[config.mk]
export PLATFORM = sky130hd
export DESIGN_NAME = dm_write_buffer_flat
export DESIGN_NICKNAME = d
export VERILOG_FILES = /design/src/rtl/dm_write_buffer_if.sv /design/src/rtl/dm_write_buffer.sv /design/src/flat_wrapper.sv
export SDC_FILE = /design/constraint.sdc
export NUM_CORES = 1
export LEC_CHECK = 0
export CORE_MARGIN = 8
export CORE_UTILIZATION = 50
export CTS_CLUSTER_DIAMETER = 150
export CTS_CLUSTER_SIZE = 40
export DETAILED_ROUTE_END_ITERATION = 12
export PLACE_DENSITY_LB_ADDON = 0.08
export SLEW_MARGIN = 40
export SYNTH_ARGS = -nofsm -noshare
export SYNTH_HDL_FRONTEND = slang
export SYNTH_SLANG_ARGS = --single-unit
export TNS_END_PERCENT = 10
[constraint.sdc]
create_clock -name clk -period 5.8 [get_ports clk]
set_input_delay 1.74 -clock clk [delete_from_list [all_inputs] [get_ports clk]]
set_output_delay 1.74 -clock clk [all_outputs]
set_load 0.01 [all_outputs]
[src/rtl/dm_write_buffer_if.sv]
// Store / memory-write / load-forwarding bundle for dm_write_buffer.
//
// Handshake rules, in one place:
//   store port : a store transfers on a rising edge where st_valid && st_ready.
//                st_ready depends only on registered occupancy, never on st_valid.
//   memory port: mem_we/mem_addr/mem_wdata/mem_be are registered and held stable
//                until an edge with mem_ack=1 while mem_we=1; that edge completes
//                the write. mem_ack while mem_we=0 means nothing.
//   load port  : ld_hit/ld_data/ld_be are a pure combinational lookup of ld_addr.
interface dm_write_buffer_if #(parameter int AW = 32);
  logic          st_valid;
  logic          st_ready;
  logic [AW-1:0] st_addr;
  logic [31:0]   st_data;
  logic [1:0]    st_size;
  logic          st_err;
  logic          mem_we;
  logic [AW-1:0] mem_addr;
  logic [31:0]   mem_wdata;
  logic [3:0]    mem_be;
  logic          mem_ack;
  logic [AW-1:0] ld_addr;
  logic          ld_hit;
  logic [31:0]   ld_data;
  logic [3:0]    ld_be;
  logic          empty;
  logic          dbg_state;  // drain FSM state: 0 idle, 1 write

  modport slave (
    input  st_valid, st_addr, st_data, st_size, mem_ack, ld_addr,
    output st_ready, st_err, mem_we, mem_addr, mem_wdata, mem_be,
           ld_hit, ld_data, ld_be, empty, dbg_state
  );

  modport master (
    output st_valid, st_addr, st_data, st_size, mem_ack, ld_addr,
    input  st_ready, st_err, mem_we, mem_addr, mem_wdata, mem_be,
           ld_hit, ld_data, ld_be, empty, dbg_state
  );
endinterface

[src/rtl/dm_write_buffer.sv]
// Store write buffer: aligns byte/half/word stores into lane-enabled words,
// queues them in program order, drains them to data memory and forwards
// pending data to loads.
module dm_write_buffer #(
  parameter int DEPTH = 4,
  parameter int AW    = 32
) (
  input logic             clk,
  input logic             reset,
  dm_write_buffer_if.slave bus
);
  localparam int PW = $clog2(DEPTH);
  localparam int CW = PW + 1;

  typedef enum logic {IDLE = 1'b0, WRITE = 1'b1} state_t;
  state_t state;

  logic [AW-3:0] ent_addr [DEPTH];
  logic [31:0]   ent_data [DEPTH];
  logic [3:0]    ent_be   [DEPTH];

  logic [PW-1:0] wr_ptr, rd_ptr;
  logic [CW-1:0] count;

  logic          al_legal;
  logic [3:0]    al_be;
  logic [31:0]   al_data;
  logic [4:0]    al_shift;
  logic          offer, push, reject, pop;

  logic          from_buf, nx_valid;
  logic [PW-1:0] src_idx;
  logic [AW-3:0] nx_addr;
  logic [31:0]   nx_data;
  logic [3:0]    nx_be;

  logic [PW-1:0] f_idx;
  logic [31:0]   f_data;
  logic [3:0]    f_be;

  assign bus.st_ready  = (count < CW'(DEPTH));
  assign bus.empty     = (count == '0);
  assign bus.dbg_state = (state == WRITE);

  // Lane-align the incoming store and decide whether its size/offset is legal.
  always_comb begin
    al_legal = 1'b0;
    al_be    = 4'b0000;
    al_data  = 32'h0;
    al_shift = {bus.st_addr[1:0], 3'b000};
    case (bus.st_size)
      2'b00: begin
        al_legal = 1'b1;
        al_be    = 4'b0001 << bus.st_addr[1:0];
        al_data  = {24'h0, bus.st_data[7:0]} << al_shift;
      end
      2'b01: begin
        al_legal = ~bus.st_addr[0];
        al_be    = 4'b0011 << bus.st_addr[1:0];
        al_data  = {16'h0, bus.st_data[15:0]} << al_shift;
      end
      2'b10: begin
        al_legal = (bus.st_addr[1:0] == 2'b00);
        al_be    = 4'b1111;
        al_data  = bus.st_data;
      end
      default: ;
    endcase
  end

  assign offer  = bus.st_valid & bus.st_ready;
  assign push   = offer & al_legal;
  assign reject = offer & ~al_legal;
  assign pop    = bus.mem_we & bus.mem_ack;

  // Pick what the memory port presents next: the oldest buffered entry that is
  // not the one completing now, or the store arriving this edge when the buffer
  // has nothing else (so an empty buffer writes out one cycle after accept).
  always_comb begin
    src_idx  = (state == WRITE) ? rd_ptr + PW'(1) : rd_ptr;
    from_buf = (state == WRITE) ? (count > CW'(1)) : (count != '0);
    nx_addr  = from_buf ? ent_addr[src_idx] : bus.st_addr[AW-1:2];
    nx_data  = from_buf ? ent_data[src_idx] : al_data;
    nx_be    = from_buf ? ent_be[src_idx]   : al_be;
    nx_valid = from_buf | push;
  end

  // Occupancy, pointers and the one-cycle reject pulse.
  always_ff @(posedge clk or posedge reset) begin
    if (reset) begin
      wr_ptr     <= '0;
      rd_ptr     <= '0;
      count      <= '0;
      bus.st_err <= 1'b0;
    end else begin
      bus.st_err <= reject;
      if (push) wr_ptr <= wr_ptr + PW'(1);
      if (pop)  rd_ptr <= rd_ptr + PW'(1);
      case ({push, pop})
        2'b10:   count <= count + CW'(1);
        2'b01:   count <= count - CW'(1);
        default: ;
      endcase
    end
  end

  // Entry storage; validity is tracked by rd_ptr/count so no reset is needed.
  always_ff @(posedge clk) begin
    if (push) begin
      ent_addr[wr_ptr] <= bus.st_addr[AW-1:2];
      ent_data[wr_ptr] <= al_data;
      ent_be[wr_ptr]   <= al_be;
    end
  end

  // Drain FSM with registered memory-port outputs held until acknowledged.
  always_ff @(posedge clk or posedge reset) begin
    if (reset) begin
      state         <= IDLE;
      bus.mem_we    <= 1'b0;
      bus.mem_addr  <= '0;
      bus.mem_wdata <= 32'h0;
      bus.mem_be    <= 4'b0000;
    end else begin
      case (state)
        IDLE: begin
          if (nx_valid) begin
            state         <= WRITE;
            bus.mem_we    <= 1'b1;
            bus.mem_addr  <= {nx_addr, 2'b00};
            bus.mem_wdata <= nx_data;
            bus.mem_be    <= nx_be;
          end
        end
        WRITE: begin
          if (pop) begin
            if (nx_valid) begin
              bus.mem_addr  <= {nx_addr, 2'b00};
              bus.mem_wdata <= nx_data;
              bus.mem_be    <= nx_be;
            end else begin
              state      <= IDLE;
              bus.mem_we <= 1'b0;
            end
          end
        end
        default: begin
          state      <= IDLE;
          bus.mem_we <= 1'b0;
        end
      endcase
    end
  end

  // Forwarding: walk entries oldest to newest so newer lanes overwrite older.
  always_comb begin
    f_data = 32'h0;
    f_be   = 4'b0000;
    f_idx  = '0;
    for (int k = 0; k < DEPTH; k++) begin
      f_idx = rd_ptr + PW'(k);
      if ((CW'(k) < count) && (ent_addr[f_idx] == bus.ld_addr[AW-1:2])) begin
        for (int l = 0; l < 4; l++) begin
          if (ent_be[f_idx][l]) f_data[8*l +: 8] = ent_data[f_idx][8*l +: 8];
        end
        f_be = f_be | ent_be[f_idx];
      end
    end
  end

  assign bus.ld_data = f_data;
  assign bus.ld_be   = f_be;
  assign bus.ld_hit  = |f_be;
endmodule

[src/flat_wrapper.sv]
// flat-port wrapper written by rule: the top's interface ports become plain ports
module dm_write_buffer_flat 
#(
  parameter int DEPTH = 4,
  parameter int AW    = 32
)
  (clk, reset, bus_st_valid, bus_st_addr, bus_st_data, bus_st_size, bus_mem_ack, bus_ld_addr, bus_st_ready, bus_st_err, bus_mem_we, bus_mem_addr, bus_mem_wdata, bus_mem_be, bus_ld_hit, bus_ld_data, bus_ld_be, bus_empty, bus_dbg_state);
  dm_write_buffer_if #(.AW(AW)) bus_i ();
  input logic clk;
  input logic reset;
  input wire logic [$bits(bus_i.st_valid)-1:0] bus_st_valid;
  input wire logic [$bits(bus_i.st_addr)-1:0] bus_st_addr;
  input wire logic [$bits(bus_i.st_data)-1:0] bus_st_data;
  input wire logic [$bits(bus_i.st_size)-1:0] bus_st_size;
  input wire logic [$bits(bus_i.mem_ack)-1:0] bus_mem_ack;
  input wire logic [$bits(bus_i.ld_addr)-1:0] bus_ld_addr;
  output wire logic [$bits(bus_i.st_ready)-1:0] bus_st_ready;
  output wire logic [$bits(bus_i.st_err)-1:0] bus_st_err;
  output wire logic [$bits(bus_i.mem_we)-1:0] bus_mem_we;
  output wire logic [$bits(bus_i.mem_addr)-1:0] bus_mem_addr;
  output wire logic [$bits(bus_i.mem_wdata)-1:0] bus_mem_wdata;
  output wire logic [$bits(bus_i.mem_be)-1:0] bus_mem_be;
  output wire logic [$bits(bus_i.ld_hit)-1:0] bus_ld_hit;
  output wire logic [$bits(bus_i.ld_data)-1:0] bus_ld_data;
  output wire logic [$bits(bus_i.ld_be)-1:0] bus_ld_be;
  output wire logic [$bits(bus_i.empty)-1:0] bus_empty;
  output wire logic [$bits(bus_i.dbg_state)-1:0] bus_dbg_state;
  assign bus_i.st_valid = bus_st_valid;
  assign bus_i.st_addr = bus_st_addr;
  assign bus_i.st_data = bus_st_data;
  assign bus_i.st_size = bus_st_size;
  assign bus_i.mem_ack = bus_mem_ack;
  assign bus_i.ld_addr = bus_ld_addr;
  assign bus_st_ready = bus_i.st_ready;
  assign bus_st_err = bus_i.st_err;
  assign bus_mem_we = bus_i.mem_we;
  assign bus_mem_addr = bus_i.mem_addr;
  assign bus_mem_wdata = bus_i.mem_wdata;
  assign bus_mem_be = bus_i.mem_be;
  assign bus_ld_hit = bus_i.ld_hit;
  assign bus_ld_data = bus_i.ld_data;
  assign bus_ld_be = bus_i.ld_be;
  assign bus_empty = bus_i.empty;
  assign bus_dbg_state = bus_i.dbg_state;
  dm_write_buffer #(.DEPTH(DEPTH), .AW(AW)) u_core (.clk(clk), .reset(reset), .bus(bus_i));
endmodule
* Word-level counts from Yosys, hierarchy flattened
Memory sizes are Yosys's and may differ from the RTL's. Index checks and enable logic that the tools add are counted.
Cells by class: add/subtract/negate cells 6, $lt $le $gt $ge 6, equality and inequality tests 11, shift operators 4, mux-type cells 51, bitwise gates (word level) 11, reduce and logical (&&, ||, !) cells 11
Operators by type and width (number):
- 32-bit two-way mux | 9
- 8-bit two-way mux | 16
- 32-bit one-hot mux with 2 select lines | 2
- 30-bit == test | 4
- 32-bit one-hot mux with 3 select lines | 1
- 16-bit by 5-bit left shift with 32-bit output | 1
- 8-bit by 5-bit left shift with 32-bit output | 1
- 30-bit two-way mux | 1
- 4-bit two-way mux | 7
- 4-bit bitwise OR | 3
- 4-bit one-hot mux with 3 select lines | 1
- 1-bit two-way mux | 8
- 4-bit one-hot mux with 2 select lines | 1
- 1-bit by 3-bit < comparator with 1-bit output, first input constant | 2
- 2-bit by 3-bit < comparator with 1-bit output, first input constant | 2
- 3-bit one-hot mux with 2 select lines | 1
- 2-bit by 1-bit adder with 2-bit output, second input constant | 2
- 2-bit adder, second input constant | 2
- 1-bit AND | 4
- 2-bit by 1-bit == test with 1-bit output, second input constant | 2
- 2-bit == test, second input constant | 2
- 1-bit logical AND | 4
- 2-bit zero test | 2
- 2-bit != test, second input constant | 2
- other kinds (17) | 20
Storage, ports and cells: flip-flop bits (word level) 78, memory bits (writable) 264, input port bits 102, output and inout bits 110, logic and storage cells 112, memories kept 3
Memories:
- u_core.ent_data | words 4, width 32, rd ports 5, clocked after Yosys merged registers in 0, wr ports 1, line dm_write_buffer.sv:19 | logic [31:0] ent_data [DEPTH];
- u_core.ent_addr | words 4, width 30, rd ports 5, clocked after Yosys merged registers in 0, wr ports 1, line dm_write_buffer.sv:18 | logic [AW-3:0] ent_addr [DEPTH];
- u_core.ent_be | words 4, width 4, rd ports 5, clocked after Yosys merged registers in 0, wr ports 1, line dm_write_buffer.sv:20 | logic [3:0] ent_be [DEPTH];

* Logic depth before layout (Yosys ltp)
Gate-level depths: netlist of the first run. An unclocked memory read counts as a cell.
depth after elaboration 11, gate-level depth with buffers 15, mapped depth without buffers 8

* Worst setup path before layout of the first run
OpenSTA, ideal clock, no wires.
path kind input -> output, start point in bus_ld_addr[5], end point out bus_ld_data[10], data arrival time 4.228 ns, data required time 4.060 ns, slack -0.168 ns, stages 10, buffers on the path 2, cell sequence buf_1 -> nand2b_1 -> o2bb2ai_1 -> nor4b_1 -> nand4b_1 -> or4_1 -> buf_2 -> o311ai_2 -> a211oi_1 -> o32a_2
On the way: longest elaborated chain between the ends 9, elaborated cells between the ends (all ways) 15, those cells by class 4 x eq/ne; 7 x mux; 4 x reduce/logical
Ends and longest elaborated chain:
- start, declared | line flat_wrapper.sv:16 | input wire logic [$bits(bus_i.ld_addr)-1:0] bus_ld_addr;
- 30-bit == test | line dm_write_buffer.sv:162 | if ((CW'(k) < count) && (ent_addr[f_idx] == bus.ld_addr[AW-1:2])) begin
- 1-bit logical AND | line dm_write_buffer.sv:162
- 32-bit two-way mux | line dm_write_buffer.sv:162
- 8-bit two-way mux | line dm_write_buffer.sv:164 | if (ent_be[f_idx][l]) f_data[8*l +: 8] = ent_data[f_idx][8*l +: 8];
- 32-bit two-way mux | line dm_write_buffer.sv:162
- 8-bit two-way mux | line dm_write_buffer.sv:164
- 32-bit two-way mux | line dm_write_buffer.sv:162
- 8-bit two-way mux | line dm_write_buffer.sv:164
- 32-bit two-way mux * | line dm_write_buffer.sv:162
- end, declared | line flat_wrapper.sv:24 | output wire logic [$bits(bus_i.ld_data)-1:0] bus_ld_data;
Every way passes the cells marked *; elsewhere a longest branch is shown, timed or not.

* Worst setup path in the final report of the first run
start point in bus_ld_addr[2], end point out bus_ld_data[31]
The elaborated chain is that of the path after synthesis.

==> impl_metrics.env, run 1 <==
export IMPL_outcome="finished, violations left"
export IMPL_violations="setup timing"
export IMPL_drc=0
export IMPL_cts_root_buf="clkbuf_16"
export IMPL_drt_iter0_drc=2264
export IMPL_fillers=3687
export IMPL_die_x_um=234
export IMPL_crit_path_end_kind="output port"
export IMPL_post_drt_wl_per_cell_um=28.2
export IMPL_slew_headroom=0.390
export IMPL_wl_um=87800
export IMPL_firstDrtPassIters=6
export IMPL_min_to="u_core.bus.mem_addr[13]"
export IMPL_final_max_slew_viol_count=0
export IMPL_syn2layout_area_growth_pct=28.8
export IMPL_slowest_stage="or4_4"
export IMPL_critPathLaunchType="input pin"
export IMPL_multi_input_area_um2=14400
export IMPL_hp_class="flip-flop to flip-flop"
export IMPL_start_util=0.502
export IMPL_regArea_um2=9840
export IMPL_clkTransAtPathRegs_ps=140
export IMPL_synth_edf_count=264
export IMPL_dp_cells=3058
export IMPL_pwr_share_comb=0.661
export IMPL_cp_arrival_ps=4340
export IMPL_grt_pass1_wl_um=130000
export IMPL_async_reset_ff_frac=0.224
export IMPL_avgViaCountPerCell=6.66
export IMPL_crit_fanout=48
export IMPL_antenna_found_initial=1
export IMPL_nNetsFinal=2601
export IMPL_io_pins=212
export IMPL_drive_above_1_share=0.323
export IMPL_place_hpwl_um=61400
export IMPL_core_um2=47300
export IMPL_grt_usage=0.313
export IMPL_fin_tns_setup_ps=-8480
export IMPL_period_share=1.05
export IMPL_htree_levels=1
export IMPL_path_cells="buf_2 > buf_6 > buf_4 > a22o_1 > o31ai_2 > o2111ai_2 > or4_4 > buf_12 > nor3_2 > a211oi_1 > o32a_2 > buf_6"
export IMPL_ys_flop_type="edfxtp_1"
export IMPL_ys_warn_count=0
export IMPL_p_int_mw=7.48
export IMPL_ctsLongestPathBuffers=3
export IMPL_clock_sinks=340
export IMPL_cap_violations=0
export IMPL_antenna_left=0
export IMPL_grt_max_degree=123
export IMPL_ys_ff_latch=340
export IMPL_worstMarginPinSlew_ps=915
export IMPL_syn_area_um2=23800
export IMPL_synth_cell_type_count=86
export IMPL_insertion_delay_ps=560
export IMPL_instances_no_fill=3112
export IMPL_power_density_nw_per_um2=436
export IMPL_r2r_start="u_core.rd_ptr[1]"
export IMPL_syn_avg_cell_area_um2=11.1
export IMPL_place_area_um2=28400
export IMPL_finalPower_mw=13.4
export IMPL_fin_area_um2=30600
export IMPL_rrSetupSlack_ps=2360
export IMPL_worst_setup_path_type="input pin to output port"
export IMPL_syn_inst=2135
export IMPL_io_buffers=207
export IMPL_rows=80
export IMPL_power_switching_mw=5.88
export IMPL_fin_util=0.647
export IMPL_cp_top_family="compound AO/OA/AOI/OAI gates"
export IMPL_setup_viol_count_final=37
export IMPL_gp_congestion=1.02
export IMPL_num_antenna_cells=0
export IMPL_p_seq_frac=0.246
export IMPL_cts_tree="yes"
export IMPL_r2r_cells=9
export IMPL_first_global_vias=20300
export IMPL_grt_overflow=0
export IMPL_crit_buf_inv=5
export IMPL_fin_ws_ps=-284
export IMPL_die_area_um2=54800
export IMPL_finalCriticalPeriod_ps=6080
export IMPL_total_leakage_power_nw=11.6
export IMPL_rsz0062_at_grt="true"
export IMPL_skew_ps=29.2
export IMPL_ys_seq_area_frac=0.413
export IMPL_via_count=20700
export IMPL_fmax_mhz=164
export IMPL_cpMostUsedCell="buf_6"
export IMPL_hold_viol=0
export IMPL_hold_path_depth=2
export IMPL_die_h_um=234
export IMPL_worstPathRequired_ps=4060
export IMPL_slowest_delay_ps=530
export IMPL_swShare=0.440
export IMPL_worst_r2r_endpoint="u_core.bus.mem_be[2]"
export IMPL_hold_start="u_core.bus.mem_addr[13]"
export IMPL_peakVddDrop_uv=430
export IMPL_clkPwrFrac=0.092
export IMPL_cts_made_buffers=12
[worst max-delay path by stage]
stage	end	startpoint	cells after the start
after floorplan	bus_ld_data[15]	bus_ld_addr[29]	10
after global placement	bus_ld_data[25]	bus_ld_addr[5]	10
after detailed placement	bus_ld_data[14]	bus_ld_addr[5]	10
after CTS	bus_ld_data[31]	bus_ld_addr[17]	13
after global routing	bus_ld_data[25]	bus_ld_addr[2]	12
final	bus_ld_data[31]	bus_ld_addr[2]	12
[layout make-up]
class                           count  area share
Clock buffer                       18      0.0112
Clock inverter                      2     0.00151
Inverter                           17     0.00221
Multi-Input combinational cell   1569       0.470
Sequential cell                   340       0.321
Tap cell                          615      0.0251
Timing Repair Buffer              551       0.169
[sequential cells by signal (all words and copies together) (netlist names)]
| register | flops |
|---|---|
| u_core.bus.st_err | 1 |
| u_core.wr_ptr | 2 |
| u_core.count | 3 |
| u_core.ent_addr | 120 |
| u_core.rd_ptr | 2 |
| u_core.bus.mem_addr | 30 |
| u_core.bus.dbg_state | 1 |
| u_core.bus.mem_wdata | 32 |
| u_core.ent_be | 16 |
| u_core.bus.mem_be | 4 |
| u_core.bus.mem_we | 1 |
| u_core.ent_data | 128 |
[cells in the mapped netlist (all sizes together), types with 3 or more instances]
cell type	instances	share of area
mux2i	293	0.12
edfxtp	264	0.33
nand2	195	0.031
a211oi	127	0.041
clkbuf	117	0.018
o21ai	111	0.023
mux4	105	0.099
xnor2	95	0.035
buf	94	0.025
nor3	77	0.016
dfrtp	76	0.080
nand3	69	0.015
a21oi	67	0.014
o41ai	49	0.018
nor2	38	0.0061
nor2b	36	0.0095
o32a	34	0.015
nand4	25	0.0066
xor2	25	0.0092
mux2	20	0.0095
nor4	18	0.0054
inv	17	0.0027
and2	16	0.0042
a22oi	15	0.0047
a31oi	11	0.0029
o22ai	11	0.0034
or3	9	0.0024
ha	8	0.0042
a221oi	7	0.0026
or2	7	0.0018
a2bb2oi	6	0.0022
and3	6	0.0016
and4	6	0.0022
a2111oi	5	0.0018
nand2b	5	0.0013
o2bb2ai	5	0.0018
o311ai	5	0.0035
or4	5	0.0016
a211o	4	0.0015
a21boi	4	0.0013
a22o	4	0.0015
o221ai	4	0.0015
nand3b	3	0.00095
nor4b	3	0.0011
o211ai	3	0.00095
[layer usage]
layer | vias up | part of all wire | global-route usage | wire [um]
met5 | - | 0.00014 | 0 | 12
met4 | 2 | 0.026 | 0.0700 | 2260
met3 | 165 | 0.089 | 0.0448 | 7790
met2 | 1098 | 0.45 | 0.483 | 39500
met1 | 10400 | 0.44 | 0.463 | 38300
li1 | 9074 | - | - | -
[metrics by stage]
step	hold WS [ps]	setup slack, ps
4_1_cts	501	-263
5_1_grt	526	-389
2_1_floorplan	490	73.1
3_3_place_gp	460	-1370
6_report	493	-284
3_5_place_dp	469	-1480
[repair_timing]
action / in CTS / in global routing
hold buffers: 0 / 0
hold endpoints to repair: 0 / 0
gates cloned: 10 / 2
resized for setup: 513 / 74
buffers inserted: 16 / 5
pin swaps: 109 / 47
setup endpoints to repair: 37 / 37
[tightest hold or removal path, cell delays in order (launching register included)]
cell	delay, ps
dfrtp_1	370
nand2_1	40
o21ai_0	60
[power groups by stage]
stage / Combinational [mW] / Sequential (mW) / Clock [mW]
6_report: 8.84 / 3.29 / 1.24
5_1_grt: 9.33 / 3.34 / 1.32
4_1_cts: 8.61 / 3.29 / 1.26
3_5_place_dp: 8.19 / 3.34 / 0
3_3_place_gp: 8.12 / 3.32 / 0
2_1_floorplan: 5.20 / 3.37 / 0
[layout by cell type, fill, tap and decap left out, types with 15 or more instances in the layout]
cell type	instances
nor3_4	15
buf_6	48
mux4_2	105
mux2i_1	285
nor2b_1	35
buf_4	270
xnor2_2	18
buf_12	31
inv_1	15
nand2_1	191
a211oi_1	92
edfxtp_1	264
dfrtp_1	74
nand3_1	63
xor2_1	23
mux2_2	20
nor3_2	37
a21oi_1	62
clkdlybuf4s50_1	140
o21ai_0	99
o32a_1	21
o41ai_1	27
buf_2	39
nor3_1	25
nand4_1	25
xnor2_1	70
o41ai_2	21
nor2_1	37
a211oi_2	34
[cells by family (layout without fill, tap and decap cells)]
logic type / count (synthesis) / count (layout) / share of synthesized area
AND/OR/NAND/NOR: 524 / 525 / 0.109
flip-flops: 340 / 340 / 0.413
multiplexers: 418 / 418 / 0.233
adder cells (fa/ha/maj): 8 / 8 / 0.00421
other: 1 / 2 / 0.000158
buffers and inverters: 228 / 588 / 0.0461
AO/OA/AOI/OAI: 496 / 496 / 0.150
XOR/XNOR: 120 / 120 / 0.0442
(Power assumes the default switching activity.)
==> run 2: changes to the inputs <==
- CTS_BUF_LIST: unset -> sky130_fd_sc_hd__clkbuf_4 sky130_fd_sc_hd__clkbuf_8
- MAX_ROUTING_LAYER: unset -> met4
==> impl_metrics.env, run 2 (synthesized netlist as in run 1, its figures left out) <==
export IMPL_outcome="finished, violations left"
export IMPL_violations="setup timing"
export IMPL_instances_no_fill=3144
export IMPL_syn2layout_area_growth_pct=30.4
export IMPL_final_max_slew_viol_count=0
export IMPL_setup_worst_path_start="bus_ld_addr[10]"
export IMPL_period_share=1.07
export IMPL_rrSetupSlack_ps=2370
export IMPL_htree_levels=1
export IMPL_via_count=21100
export IMPL_cap_violations=0
export IMPL_io_pins=212
export IMPL_rows=80
export IMPL_io_buffers=207
export IMPL_fmax_mhz=161
export IMPL_clkPwrFrac=0.073
export IMPL_core_um2=47300
export IMPL_clkTransAtPathRegs_ps=220
export IMPL_rsz0062_at_grt="true"
export IMPL_ctsLongestPathBuffers=3
export IMPL_worstMarginPinSlew_ps=902
export IMPL_cts_made_buffers=12
export IMPL_post_drt_wl_per_cell_um=28.3
export IMPL_die_h_um=234
export IMPL_regMostFlops="u_core.ent_data"
export IMPL_worst_r2r_endpoint="u_core.bus.mem_wdata[25]"
export IMPL_hold_start="u_core.bus.mem_addr[15]"
export IMPL_grt_max_degree=103
export IMPL_start_util=0.502
export IMPL_skew_ps=38.6
export IMPL_hp_class="flip-flop to flip-flop"
export IMPL_fin_tns_setup_ps=-12090
export IMPL_grt_pass1_wl_um=131000
export IMPL_total_leakage_power_nw=11.7
export IMPL_grt_usage=0.326
export IMPL_final_common_cell="buf_4"
export IMPL_crit_fanout=12
export IMPL_critPathLaunchType="input pin"
export IMPL_insertion_delay_ps=650
export IMPL_cts_root_buf="clkbuf_8"
export IMPL_p_int_mw=7.54
export IMPL_pwr_share_comb=0.683
export IMPL_hold_viol=0
export IMPL_slew_headroom=0.392
export IMPL_wl_um=88900
export IMPL_dp_cells=3067
export IMPL_drive_above_1_share=0.337
export IMPL_p_seq_frac=0.244
export IMPL_fin_util=0.655
export IMPL_finalCriticalPeriod_ps=6220
export IMPL_fin_ws_ps=-418
export IMPL_worstPathRequired_ps=4060
export IMPL_die_area_um2=54800
export IMPL_antenna_left=0
export IMPL_power_switching_mw=5.95
export IMPL_drc=0
export IMPL_cp_arrival_ps=4480
export IMPL_clock_sinks=340
export IMPL_hold_path_depth=2
export IMPL_nNetsFinal=2630
export IMPL_cts_tree="yes"
export IMPL_worst_setup_path_type="input pin to output port"
export IMPL_swShare=0.441
export IMPL_setup_viol_count_final=36
export IMPL_antenna_found_initial=3
export IMPL_drt_iter0_drc=2716
export IMPL_power_density_nw_per_um2=435
export IMPL_r2r_start="u_core.rd_ptr[0]"
export IMPL_peakVddDrop_uv=328
export IMPL_gp_congestion=1.08
export IMPL_first_global_vias=20400
export IMPL_min_to="u_core.bus.mem_addr[15]"
export IMPL_avgViaCountPerCell=6.70
export IMPL_reg_largest_list="u_core.ent_data (128), u_core.ent_addr (120), u_core.bus.mem_wdata (32)"
export IMPL_largest_reg_flops=128
export IMPL_grt_overflow=0
export IMPL_crit_path_end_kind="output port"
export IMPL_place_hpwl_um=61900
export IMPL_die_x_um=234
export IMPL_firstDrtPassIters=6
export IMPL_final_cell_mix="buf_4 (293), mux2i_1 (264), edfxtp_1 (264)"
export IMPL_r2r_cells=8
==> run 2: cell types whose count changed in the layout (fill, tap and decap cells not counted), moves of 8 or more <==
cell / delta
nor3_4: -8
mux2i_2: +14
clkbuf_8: +13
buf_6: -12
clkbuf_16: -13
clkdlybuf4s15_2: +8
buf_2: -8
nor3_1: +9
buf_4: +23
mux2i_1: -21
==> run 2: cell type report <==
type                       instances  area [um2]
fill                            3667       16300
multi-input combinational       1568       14500
sequential                       340        9840
timing repair buffer             581        5600
tap                              615         769
clock buffer                      18         216
inverter                          17        70.1
clock inverter                     2        25.0
antenna                            3        7.51
==> run 2: power groups by stage <==
stage                     logic (mW)  registers [mW]  clock network (mW)
after floorplan                 5.20            3.37                   0
after global placement          8.12            3.34                   0
after detailed placement        8.22            3.37                   0
after CTS                       8.72            3.31                1.01
after global routing            9.72            3.34                1.07
final                           9.21            3.29               0.986
==> run 2: worst max path at each step <==
stage / endpoint / slack (ps) / depth (start not counted)
6_report: bus_ld_data[13] / -420 / 11
5_1_grt: bus_ld_data[9] / -470 / 14
4_1_cts: bus_ld_data[28] / -440 / 14
3_5_place_dp: bus_ld_data[16] / -1350 / 11
3_3_place_gp: bus_ld_data[1] / -1340 / 13
2_1_floorplan: bus_ld_data[15] / 70 / 10
==> run 2: repair_timing <==
action	CTS	global route
setup buffers	25	15
gates cloned	12	2
setup endpoints to repair	37	37
hold buffers	0	0
resized for setup	431	153
pin swaps	90	38
==> run 2: per-layer routing <==
metal / share of wire / global-route usage / vias up / wire length, um
met4: 0.028 / 0.0718 / 0 / 2500
met1: 0.44 / 0.476 / 10600 / 39500
met5: 0 / - / - / 0
li1: - / - / 9130 / -
met3: 0.084 / 0.0380 / 204 / 7470
met2: 0.44 / 0.485 / 1125 / 39500
==> run 2: worst max-delay path: stages <==
cell and delay [ps]:
clkdlybuf4s15_2 330, buf_4 170, xor2_1 300, nand4_1 230, a2111o_2 590, buf_12 180, buf_16 160, nor3_1 220
a21oi_1 100, o32a_2 210, clkdlybuf4s15_2 240
==> run 2: stage by stage <==
stage                     hold WS [ps]  total power [mW]  worst slack [ps]  cell area (um2)
after floorplan                    490              8.57              73.1            23900
after global placement             461              11.5             -1340            28500
after detailed placement           470              11.6             -1350            28500
after CTS                          513              13.0              -438            30200
after global routing               534              14.1              -475            31000
final                              509              13.5              -418            31000
